File: src/rtl/fifo_byte_framer.sv
// Drains 16-bit words from an upstream fifo and frames them into byte packets:
// header, word count, payload bytes (high byte first), then an 8-bit payload checksum.
module fifo_byte_framer #(
    parameter int          PKT_WORDS = 4,
    parameter logic [7:0]  HDR_BYTE  = 8'hA5
) (
    input  logic        CLK,
    input  logic        RST,
    output logic        FIFO_RD,
    input  logic [15:0] FIFO_DOUT,
    input  logic        FIFO_EMPTY,
    input  logic        FIFO_VALID,
    output logic [7:0]  TX_DATA,
    output logic        TX_VALID,
    input  logic        TX_READY,
    output logic        BUSY,
    output logic        ERR
);

    typedef enum logic [2:0] {
        S_IDLE,
        S_HDR,
        S_CNT,
        S_REQ,
        S_WAIT,
        S_BHI,
        S_BLO,
        S_SUM
    } state_t;

    localparam logic [7:0] CNT_BYTE  = 8'(PKT_WORDS);
    localparam logic [7:0] LAST_WORD = 8'(PKT_WORDS - 1);

    state_t      r_state;
    logic [7:0]  r_wordCount;
    logic [7:0]  r_sum;
    logic [7:0]  r_lowByte;

    logic        w_xfer;
    logic [7:0]  w_sumNext;

    assign w_xfer    = TX_VALID && TX_READY;
    assign w_sumNext = r_sum + TX_DATA;
    assign BUSY      = (r_state != S_IDLE);

    // WAIT spans two cycles: the first while the registered RD strobe is seen by
    // the fifo, the second when its VALID response is expected.
    always_ff @(posedge CLK or negedge RST) begin
        if (!RST) begin
            r_state     <= S_IDLE;
            FIFO_RD     <= 1'b0;
            TX_DATA     <= 8'h00;
            TX_VALID    <= 1'b0;
            ERR         <= 1'b0;
            r_wordCount <= 8'h00;
            r_sum       <= 8'h00;
            r_lowByte   <= 8'h00;
        end else begin
            if (FIFO_VALID && (r_state != S_WAIT)) begin
                ERR <= 1'b1;
            end
            case (r_state)
                S_IDLE: begin
                    r_sum       <= 8'h00;
                    r_wordCount <= 8'h00;
                    FIFO_RD     <= 1'b0;
                    TX_VALID    <= 1'b0;
                    if (!FIFO_EMPTY) begin
                        TX_DATA  <= HDR_BYTE;
                        TX_VALID <= 1'b1;
                        r_state  <= S_HDR;
                    end
                end
                S_HDR: begin
                    if (w_xfer) begin
                        TX_DATA <= CNT_BYTE;
                        r_state <= S_CNT;
                    end
                end
                S_CNT: begin
                    if (w_xfer) begin
                        TX_VALID <= 1'b0;
                        r_state  <= S_REQ;
                    end
                end
                S_REQ: begin
                    if (!FIFO_EMPTY) begin
                        FIFO_RD <= 1'b1;
                        r_state <= S_WAIT;
                    end
                end
                S_WAIT: begin
                    if (FIFO_RD) begin
                        FIFO_RD <= 1'b0;
                    end else if (FIFO_VALID) begin
                        r_lowByte <= FIFO_DOUT[7:0];
                        TX_DATA   <= FIFO_DOUT[15:8];
                        TX_VALID  <= 1'b1;
                        r_state   <= S_BHI;
                    end else begin
                        ERR     <= 1'b1;
                        r_state <= S_IDLE;
                    end
                end
                S_BHI: begin
                    if (w_xfer) begin
                        r_sum   <= w_sumNext;
                        TX_DATA <= r_lowByte;
                        r_state <= S_BLO;
                    end
                end
                S_BLO: begin
                    if (w_xfer) begin
                        r_sum       <= w_sumNext;
                        r_wordCount <= r_wordCount + 8'h01;
                        if (r_wordCount == LAST_WORD) begin
                            TX_DATA <= w_sumNext;
                            r_state <= S_SUM;
                        end else begin
                            TX_VALID <= 1'b0;
                            r_state  <= S_REQ;
                        end
                    end
                end
                S_SUM: begin
                    if (w_xfer) begin
                        TX_VALID <= 1'b0;
                        r_state  <= S_IDLE;
                    end
                end
                default: begin
                    r_state <= S_IDLE;
                end
            endcase
        end
    end

endmodule

File: config.mk
export PLATFORM = sky130hd
export DESIGN_NAME = fifo_byte_framer
export DESIGN_NICKNAME = d
export VERILOG_FILES = /design/src/rtl/fifo_byte_framer.sv
export SDC_FILE = /design/constraint.sdc
export NUM_CORES = 1
export LEC_CHECK = 0
export BUFFER_PORTS_ARGS = -buffer_cell sky130_fd_sc_hd__buf_2
export CORE_MARGIN = 2
export CORE_UTILIZATION = 35
export CTS_CLUSTER_DIAMETER = 40
export CTS_CLUSTER_SIZE = 16
export DETAILED_ROUTE_END_ITERATION = 10
export GPL_ROUTABILITY_DRIVEN = 0
export PLACE_DENSITY = 0.5
export SETUP_SLACK_MARGIN = 0.5
export SYNTH_ARGS = -nofsm -noshare
export SYNTH_HDL_FRONTEND = slang
export SYNTH_SLANG_ARGS = --single-unit
File: constraint.sdc
create_clock -name CLK -period 2.4 [get_ports CLK]
set_clock_uncertainty 0.1 [all_clocks]
set_input_delay 0 -clock CLK [delete_from_list [all_inputs] [get_ports CLK]]
set_output_delay 0 -clock CLK [all_outputs]
set_load 0.05 [all_outputs]
==> results.toml, run 1 <==
[sta]
period_share = 0.855
setup-tns-final_ns = 0
fin_worst_hold_slack_ns = -0.0203
period_needed_ns = 2.05
slew_violations = 0
number_of_endpoints_with_negative_hold_slack_in_the_final_report = 1
worst_pin_slew_ns = 0.848
slew_headroom = 0.435
fmax_mhz = 487
rsz_0062_raised_after_global_routing = "yes"
report.final.setup_viol = 0

[hold_path]
min_path_cells = 3
path_class_of_the_lowest_slack_min_delay_path = "in -> reg"
hold_path.startpoint = "FIFO_DOUT[12]"
worst_hold_end = "TX_DATA[4]"

[synth]
dominantRegCellSynth = "sky130_fd_sc_hd__dfrtp_1"
synth_edf_count = 0
async_flop_share = 1.00
ys_types = 49
synth_warnings = 0
synth_simple_gate_area_share = 0.167
mappedNetlistArea_sq_mm = 0.00234
synth_xor_xnor_area_share = 0.0412
post_synth_inst_count = 246
synth.area.mux_share = 0.0609
seq_area_frac_synth = 0.406
synth_top_family_by_area = "compound AO/OA/AOI/OAI gates"
yosys.area_share.adder = 0.0727
synth_seq_cells = 38
synth-compound-area-share = 0.210
synth_nets = 280
synth_area_per_cell_sq_um = 9.52

[floorplan]
fp-row-count = 29
start_util = 0.365
die_width_um = 85.8
fp.dieH_um = 85.8
die-area_sq_mm = 0.00736
design.core.area_sq_mm = 0.00642
top_level_ports = 33

[clock_tree]
cts-buffers-inserted = 5
clock_tree.buffer_depth = 2
cts_sinks = 38
clock_tree.root_cell = "sky130_fd_sc_hd__clkbuf_8"
clkSlewWorstSetupHoldPaths_ns = 0.08
ctsHtreeMaxLevel = 2
insertion_delay_ns = 0.30
tritoncts = "done"

[status]
failed_checks = "negative hold slack"
result_of_the_run = "complete, but fails checks"

[finish]
layout-drive-gt1-share = 0.415
insertedDiodeCount = 0
areaGrowthSynthToFinish_pct = 42.0
num-nets-final = 356

[routing]
first_iter_violations = 138
remaining_drc_errors = 0
total_wirelength_um = 6420
dr.pass1.iters = 6
wl_per_cell_um = 16.0
vias_per_cell = 5.36
antenna_violating_nets_post_route = 0
dr_total_vias = 2142

[worst_setup_path]
timing.setup.critical_path_class = "reg -> reg"
worstPathArrival_ns = 2.14
kind_of_cell_adding_the_most_delay_to_the_critical_path = "compound AO/OA/AOI/OAI gates"
cp_max_fo = 5
cp.required_ns = 2.49
reg2reg_slack_ns = 0.35
worstPathBufferInverterCount = 1
crit_path_top_delay_cell = "sky130_fd_sc_hd__dfrtp_2"
cp_slowest_stage_delay_ns = 0.43
path_cells = "ha_4 -> inv_2 -> fa_2 -> nor2b_2 -> o31a_1 -> or2_4 -> a221oi_2 -> o31ai_1"
number_of_cell_instances_on_the_worst_register_to_register_path = 8
endpoint_of_the_worst_register_to_register_path = "TX_DATA[6]"
worst_setup_path_start_kind = "register"
critPathCaptureType = "register"
startpoint_of_the_worst_register_to_register_path = "TX_DATA[0]"

[global_route]
grt_first_pass_wirelength_um = 10500
global_route.usage.total = 0.181
via_count_of_the_first_global_routing_pass = 2042
pin_count_of_the_biggest_net_entering_global_routing = 39
grt-ovfl-total = 0
antenna_found_initial = 0

[place]
portBuffers = 32
place.detailed.hpwl_um = 4280

[power]
worst_ir_drop_vdd_mv = 0.658
pwr_density_cell_mw_per_mm2 = 1270
report.power.total_mw = 4.21
static-leakage-power_nw = 1.43

[run]
cap_violations = 0
==> kinds of logic after synthesis <==
| family | after synthesis |
|---|---|
| mux | 13 |
| flops | 38 |
| fa+ha+maj | 13 |
| xor+xnor | 11 |
| simple gates | 77 |
| buf+inv | 25 |
| compound gates | 69 |
==> synth_stat cells, drive strengths merged (2+ instances only) <==
master  instances  area [sq um]
dfrtp          38           951
nand2          21          78.8
o21ai          20           100
nor2           16          60.1
a21oi          14          70.1
ha             12           150
inv            12          45.0
nand3          12          60.1
clkbuf         10          37.5
mux2           10           113
nand4           9          62.6
xor2            8          70.1
a21o            3          22.5
a221oi          3          26.3
a22o            3          26.3
a22oi           3          22.5
a31oi           3          18.8
buf             3          15.0
mux2i           3          30.0
nor2b           3          18.8
nor3            3          15.0
o21a            3          22.5
o31ai           3          22.5
xnor2           3          26.3
a211o           2          18.8
a222oi          2          20.0
and2            2          12.5
nand2b          2          12.5
nor3b           2          15.0
nor4            2          12.5
==> flip-flops by register name, indices dropped and copies added, names as in the netlist <==
signal and flops:
ERR 1, r_sum 8, TX_DATA 8, r_state 3, FIFO_RD 1, r_wordCount 8
r_lowByte 8, TX_VALID 1
==> where the power goes <==
part,internal (mW),switching (mW)
clock,0.310,0.245
sequential,0.853,0.197
combinational,1.15,1.45
total,2.32,1.89
==> metrics by stage <==
step	setup slack, ns	hold slack, ns	area [sq um]	util	instances
2_1_floorplan	0.296	-0.396	2400	-	246
3_3_place_gp	0.194	0.0699	2670	0.416	351
3_5_place_dp	0.162	0.0719	2670	0.416	351
4_1_cts	0.375	0.00373	3140	0.489	392
5_1_grt	0.213	0.0557	3320	0.518	400
6_report	0.349	-0.0203	3320	0.518	400
==> worst max-delay path by stage <==
stage                   start          to  depth (start not counted)
4_1_cts              r_sum[0]  TX_DATA[4]                          8
5_1_grt            TX_DATA[0]  TX_DATA[4]                          8
6_report           TX_DATA[0]  TX_DATA[6]                          8
3_3_place_gp   r_wordCount[0]  TX_DATA[7]                          6
2_1_floorplan      TX_DATA[0]  TX_DATA[6]                          8
3_5_place_dp       r_state[0]  TX_DATA[7]                          8
==> worst min-delay path: stages <==
cell	delay (ns)
sky130_fd_sc_hd__buf_2	0.08
sky130_fd_sc_hd__a222oi_1	0.05
sky130_fd_sc_hd__o31ai_1	0.21
==> cell type report <==
type | count | area (sq um)
flip-flops and latches | 38 | 961
fillers | 559 | 3100
clock buffers | 6 | 72.6
repair buffers | 82 | 586
clock inverters | 2 | 37.5
well taps | 77 | 96.3
multi-input cells | 183 | 1530
inverters | 12 | 45.0
==> cells in the final DEF, fill, tap and decap left out, types with 3 or more instances in the layout <==
| master | netlist | routed |
|---|---|---|
| sky130_fd_sc_hd__dlygate4sd3_1 | 0 | 14 |
| sky130_fd_sc_hd__a21oi_1 | 14 | 6 |
| sky130_fd_sc_hd__dfrtp_2 | 0 | 5 |
| sky130_fd_sc_hd__xor2_1 | 8 | 8 |
| sky130_fd_sc_hd__mux2i_1 | 3 | 3 |
| sky130_fd_sc_hd__a21oi_4 | 0 | 4 |
| sky130_fd_sc_hd__inv_2 | 1 | 4 |
| sky130_fd_sc_hd__nor2_1 | 16 | 14 |
| sky130_fd_sc_hd__o21a_1 | 3 | 3 |
| sky130_fd_sc_hd__buf_6 | 0 | 4 |
| sky130_fd_sc_hd__a21o_1 | 3 | 3 |
| sky130_fd_sc_hd__xnor2_1 | 3 | 3 |
| sky130_fd_sc_hd__dfrtp_1 | 38 | 32 |
| sky130_fd_sc_hd__mux2_2 | 10 | 8 |
| sky130_fd_sc_hd__a22oi_1 | 3 | 3 |
| sky130_fd_sc_hd__buf_2 | 3 | 32 |
| sky130_fd_sc_hd__a31oi_1 | 3 | 3 |
| sky130_fd_sc_hd__clkbuf_8 | 0 | 5 |
| sky130_fd_sc_hd__a21oi_2 | 0 | 4 |
| sky130_fd_sc_hd__ha_2 | 0 | 5 |
| sky130_fd_sc_hd__inv_1 | 11 | 8 |
| sky130_fd_sc_hd__o31ai_1 | 3 | 3 |
| sky130_fd_sc_hd__buf_4 | 0 | 32 |
| sky130_fd_sc_hd__o21ai_0 | 20 | 14 |
| sky130_fd_sc_hd__a22o_1 | 3 | 3 |
| sky130_fd_sc_hd__ha_4 | 0 | 5 |
| sky130_fd_sc_hd__nand4_1 | 8 | 8 |
| sky130_fd_sc_hd__nand3_1 | 12 | 11 |
| sky130_fd_sc_hd__nand2_1 | 21 | 19 |
| sky130_fd_sc_hd__o21ai_1 | 0 | 5 |
==> per-layer routing <==
layer	part of all wire	global-route usage	wire length, um
met5	0	0	0
met4	0.010	0.0534	67
met3	0.041	0.0346	260
met2	0.48	0.281	3050
met1	0.47	0.257	3040
==> what timing repair did <==
item                                    in CTS  in global routing
pin swaps                                   11                 12
hold endpoints to repair                    51                  0
gates resized for setup                     17                 34
cloned                                       0                  0
setup buffers                               19                  8
hold buffers                                14                  0
endpoints found under the setup margin      28                 21
(Power assumes the default switching activity.)
==> inputs of run 2 (changes only) <==
PLACE_DENSITY = default   (was 0.5)
SETUP_SLACK_MARGIN = 0.2   (was 0.5)
clock period = 2.21 ns   (was 2.4 ns; I/O delays follow)
==> results.toml, run 2 (same netlist as run 1, synthesis figures left out) <==
[status]
result_of_the_run = "finished clean"

[global_route]
global_route.usage.total = 0.176
grt_first_pass_wirelength_um = 10300
grt-ovfl-total = 0
pin_count_of_the_biggest_net_entering_global_routing = 39
antenna_found_initial = 0
via_count_of_the_first_global_routing_pass = 2127

[routing]
wl_per_cell_um = 15.8
dr.pass1.iters = 5
total_wirelength_um = 6120
dr_total_vias = 2115
vias_per_cell = 5.45
antenna_violating_nets_post_route = 0
first_iter_violations = 137
remaining_drc_errors = 0

[worst_setup_path]
startpoint_of_the_worst_register_to_register_path = "TX_DATA[0]"
number_of_cell_instances_on_the_worst_register_to_register_path = 9
cp.required_ns = 2.32
timing.setup.critical_path_class = "reg -> reg"
critical_path.startpoint = "TX_DATA[0]"
cp_max_fo = 5
worst_setup_path_start_kind = "register"
crit_path_end = "TX_DATA[6]"
worstPathArrival_ns = 2.18
reg2reg_slack_ns = 0.14
endpoint_of_the_worst_register_to_register_path = "TX_DATA[6]"
critPathCaptureType = "register"

[finish]
num-nets-final = 344
final.fill_count = 592
areaGrowthSynthToFinish_pct = 35.5
layout-drive-gt1-share = 0.350
layout.cells.most_common_list = "sky130_fd_sc_hd__dfrtp_1, sky130_fd_sc_hd__buf_2, sky130_fd_sc_hd__buf_4"
insertedDiodeCount = 0

[sta]
number_of_endpoints_with_negative_hold_slack_in_the_final_report = 0
period_needed_ns = 2.07
worst_pin_slew_ns = 0.872
slew_headroom = 0.419
period_share = 0.935
report.final.setup_viol = 0
slew_violations = 0
fmax_mhz = 484
timing.final.ws_setup_ns = 0.145
rsz_0062_raised_after_global_routing = "yes"
setup-tns-final_ns = 0

[power]
pwr_density_cell_mw_per_mm2 = 1360
static-leakage-power_nw = 1.37
worst_ir_drop_vdd_mv = 0.604

[floorplan]
fp.dieH_um = 85.8
top_level_ports = 33
die_width_um = 85.8
design.core.area_sq_mm = 0.00642
start_util = 0.365
fp-row-count = 29
die-area_sq_mm = 0.00736

[place]
place_ws_ns = 0.0869
portBuffers = 32
place.detailed.hpwl_um = 4200

[clock_tree]
clock_tree.root_cell = "sky130_fd_sc_hd__clkbuf_8"
cts_sinks = 38
tritoncts = "done"
ctsHtreeMaxLevel = 2
insertion_delay_ns = 0.30
clock_tree.buffer_depth = 2
clkSlewWorstSetupHoldPaths_ns = 0.08
cts-buffers-inserted = 5

[hold_path]
path_class_of_the_lowest_slack_min_delay_path = "in -> reg"
min_path_cells = 5

[run]
cap_violations = 0
run 2: worst min-delay path by stage:
stage                            start      endpoint  slack (ns)
after floorplan                    RST           ERR       -0.40
after global placement             RST  r_lowByte[4]        0.07
after detailed placement           RST  r_lowByte[4]        0.08
after CTS                 FIFO_DOUT[9]    TX_DATA[1]        0.01
after global routing      FIFO_DOUT[8]    TX_DATA[0]        0.06
final                     FIFO_DOUT[9]    TX_DATA[1]        0.02
run 2: final cells by class:
class / instances / area [sq um] / area share
multi-input cells: 183 / 1450 / 0.456
clock inverters: 2 / 60.1 / 0.0189
repair buffers: 70 / 484 / 0.153
well taps: 77 / 96.3 / 0.0304
clock buffers: 6 / 82.6 / 0.0260
inverters: 12 / 45.0 / 0.0142
flip-flops and latches: 38 / 958 / 0.302
run 2: routing by layer:
layer  global-route usage  part of all wire  wire [um]  up-vias
li1                     -                 -          -     1025
met1                0.238              0.46       2840     1020
met2                0.290              0.47       2910       62
met3               0.0318             0.047        286        8
met4               0.0476             0.015         90        0
met5                    0                 0          0        -
run 2: power by group:
part	switching, mW	total [mW]	internal (mW)
clock	0.271	0.752	0.482
combinational	1.44	2.44	0.999
sequential	0.194	1.12	0.923
run 2: worst max-delay path: stages, from the launching register on:
cell	delay (ns)
sky130_fd_sc_hd__dfrtp_2	0.43
sky130_fd_sc_hd__ha_4	0.17
sky130_fd_sc_hd__inv_2	0.05
sky130_fd_sc_hd__fa_2	0.20
sky130_fd_sc_hd__nor2b_2	0.05
sky130_fd_sc_hd__o31a_1	0.36
sky130_fd_sc_hd__buf_4	0.17
sky130_fd_sc_hd__nor4_4	0.24
sky130_fd_sc_hd__a221oi_4	0.06
sky130_fd_sc_hd__o31ai_2	0.17
run 2: metrics by stage:
stage	power, mW	util	cells	hold WS (ns)	instance area (sq um)
floorplan	2.71	-	246	-0.396	2390
global placement	3.33	0.419	356	0.0714	2690
detailed placement	3.35	0.419	356	0.0753	2690
CTS	4.18	0.474	384	0.0115	3050
global route	4.62	0.494	388	0.0551	3170
finish	4.31	0.494	388	0.0190	3170
run 2: timing repair:
item	CTS	global route
pin swaps	7	6
hold buffers	14	0
endpoints found under the hold margin	51	0
setup buffers	6	4
resized for setup	5	21
endpoints found under the setup margin	20	27
==> inputs of run 3 (changes only) <==
clock period = 1.8 ns   (was 2.21 ns; I/O delays follow)
==> results.toml, run 3 (same netlist as run 1, synthesis figures left out) <==
[routing]
first_iter_violations = 99
dr.pass1.iters = 4
remaining_drc_errors = 0
total_wirelength_um = 7430
vias_per_cell = 5.31
dr_total_vias = 2400
wl_per_cell_um = 16.4
antenna_violating_nets_post_route = 0

[finish]
num-nets-final = 408
layout-drive-gt1-share = 0.541
layout.cells.most_common = "sky130_fd_sc_hd__buf_4"
layout.cells.most_common_list = "sky130_fd_sc_hd__buf_4, sky130_fd_sc_hd__buf_2, sky130_fd_sc_hd__dfrtp_1"
areaGrowthSynthToFinish_pct = 71.7
insertedDiodeCount = 0
final_util = 0.626

[clock_tree]
cts_sinks = 38
insertion_delay_ns = 0.30
cts-buffers-inserted = 5
clock_tree.root_cell = "sky130_fd_sc_hd__clkbuf_8"
tritoncts = "done"
clock_tree.buffer_depth = 2
ctsHtreeMaxLevel = 2
clkSlewWorstSetupHoldPaths_ns = 0.09

[floorplan]
fp-row-count = 29
die-area_sq_mm = 0.00736
fp.dieH_um = 85.8
die_width_um = 85.8
top_level_ports = 33
start_util = 0.365
design.core.area_sq_mm = 0.00642

[sta]
slew_violations = 0
rsz_0062_raised_after_global_routing = "yes"
number_of_endpoints_with_negative_hold_slack_in_the_final_report = 0
fmax_mhz = 492
period_needed_ns = 2.03
setup-tns-final_ns = -2.69
worst_pin_slew_ns = 0.504
report.final.setup_viol = 18
slew_headroom = 0.664
timing.final.ws_setup_ns = -0.233
period_share = 1.13

[worst_setup_path]
critPathCaptureType = "register"
worstPathArrival_ns = 2.12
cp_max_fo = 5
startpoint_of_the_worst_register_to_register_path = "r_sum[0]"
critical_path.startpoint = "r_sum[0]"
timing.setup.critical_path_class = "reg -> reg"
worst_setup_path_start_kind = "register"
cp.required_ns = 1.89

[place]
portBuffers = 32
place.detailed.hpwl_um = 4790

[global_route]
antenna_found_initial = 0
pin_count_of_the_biggest_net_entering_global_routing = 21
grt_first_pass_wirelength_um = 12100
via_count_of_the_first_global_routing_pass = 2492
global_route.usage.total = 0.211
grt-ovfl-total = 0

[hold_path]
path_class_of_the_lowest_slack_min_delay_path = "in -> reg"
hold_path.startpoint = "FIFO_DOUT[9]"

[run]
cap_violations = 0

[status]
failed_checks = "negative setup slack"
result_of_the_run = "complete, but fails checks"

[power]
report.power.total_mw = 6.97
static-leakage-power_nw = 1.81
worst_ir_drop_vdd_mv = 0.953
pwr_density_cell_mw_per_mm2 = 1730
[run 3: cell types whose count changed in the layout (fill, tap and decap cells not counted), sizes merged]
cell	before	now
clkbuf	6	5
dlygate4sd3	14	15
buf	56	119
clkinv	0	1
[run 3: where the power goes]
group	switching, mW	internal (mW)
clock	0.350	0.556
combinational	2.29	2.36
sequential	0.267	1.14
total	2.91	4.06
[run 3: worst max-delay path: stages, from the launching register on]
cell and delay, ns:
sky130_fd_sc_hd__dfrtp_1 0.41, sky130_fd_sc_hd__ha_4 0.16, sky130_fd_sc_hd__inv_2 0.04, sky130_fd_sc_hd__fa_2 0.36, sky130_fd_sc_hd__nor2b_2 0.15, sky130_fd_sc_hd__o31a_1 0.25
sky130_fd_sc_hd__a21oi_1 0.07, sky130_fd_sc_hd__a222oi_1 0.29, sky130_fd_sc_hd__o31ai_1 0.10
[run 3: what timing repair did]
| item | CTS | global route |
|---|---|---|
| hold buffers | 15 | 0 |
| resized for setup | 69 | 26 |
| endpoints found under the hold margin | 52 | 0 |
| gates cloned | 1 | 0 |
| setup endpoints to repair | 37 | 38 |
| pin swaps | 22 | 24 |
| buffers inserted | 13 | 13 |
[run 3: stage by stage]
stage / hold WS, ns / instances / area, sq um / setup WS (ns)
after global placement: -0.107 / 402 / 3160 / -0.164
after detailed placement: -0.0967 / 402 / 3160 / -0.264
final: 0.0532 / 452 / 4020 / -0.233
after global routing: 0.0998 / 452 / 4020 / -0.323
after floorplan: -0.396 / 246 / 2530 / -0.304
after CTS: 0.0215 / 439 / 3820 / -0.234
[run 3: final timing paths]
kind,endpoint,slack (ns),cells after the start
worst max-delay path,TX_DATA[4],-0.23,8
worst min register to register,ERR,0.37,1
worst max register to register,TX_DATA[4],-0.23,8
worst min-delay path,TX_DATA[1],0.05,5
max in group asynchronous,TX_DATA[0],1.00,3
min in group asynchronous,FIFO_RD,0.10,2
[run 3: final cells by class]
class / count / area (sq um)
Sequential cell: 38 / 963
Clock inverter: 3 / 68.8
Fill cell: 482 / 2400
Clock buffer: 5 / 68.8
Timing Repair Buffer: 134 / 1090
Tap cell: 77 / 96.3
Inverter: 12 / 50.0
Multi-Input combinational cell: 183 / 1680
[run 3: layer usage]
layer | global-route usage | share of wire | wire length, um | up-vias
met4 | 0.0909 | 0.025 | 186 | 0
li1 | - | - | - | 1151
met1 | 0.262 | 0.45 | 3310 | 1181
met3 | 0.0395 | 0.034 | 252 | 18
met2 | 0.360 | 0.49 | 3680 | 50
met5 | 0 | 0 | 0 | -
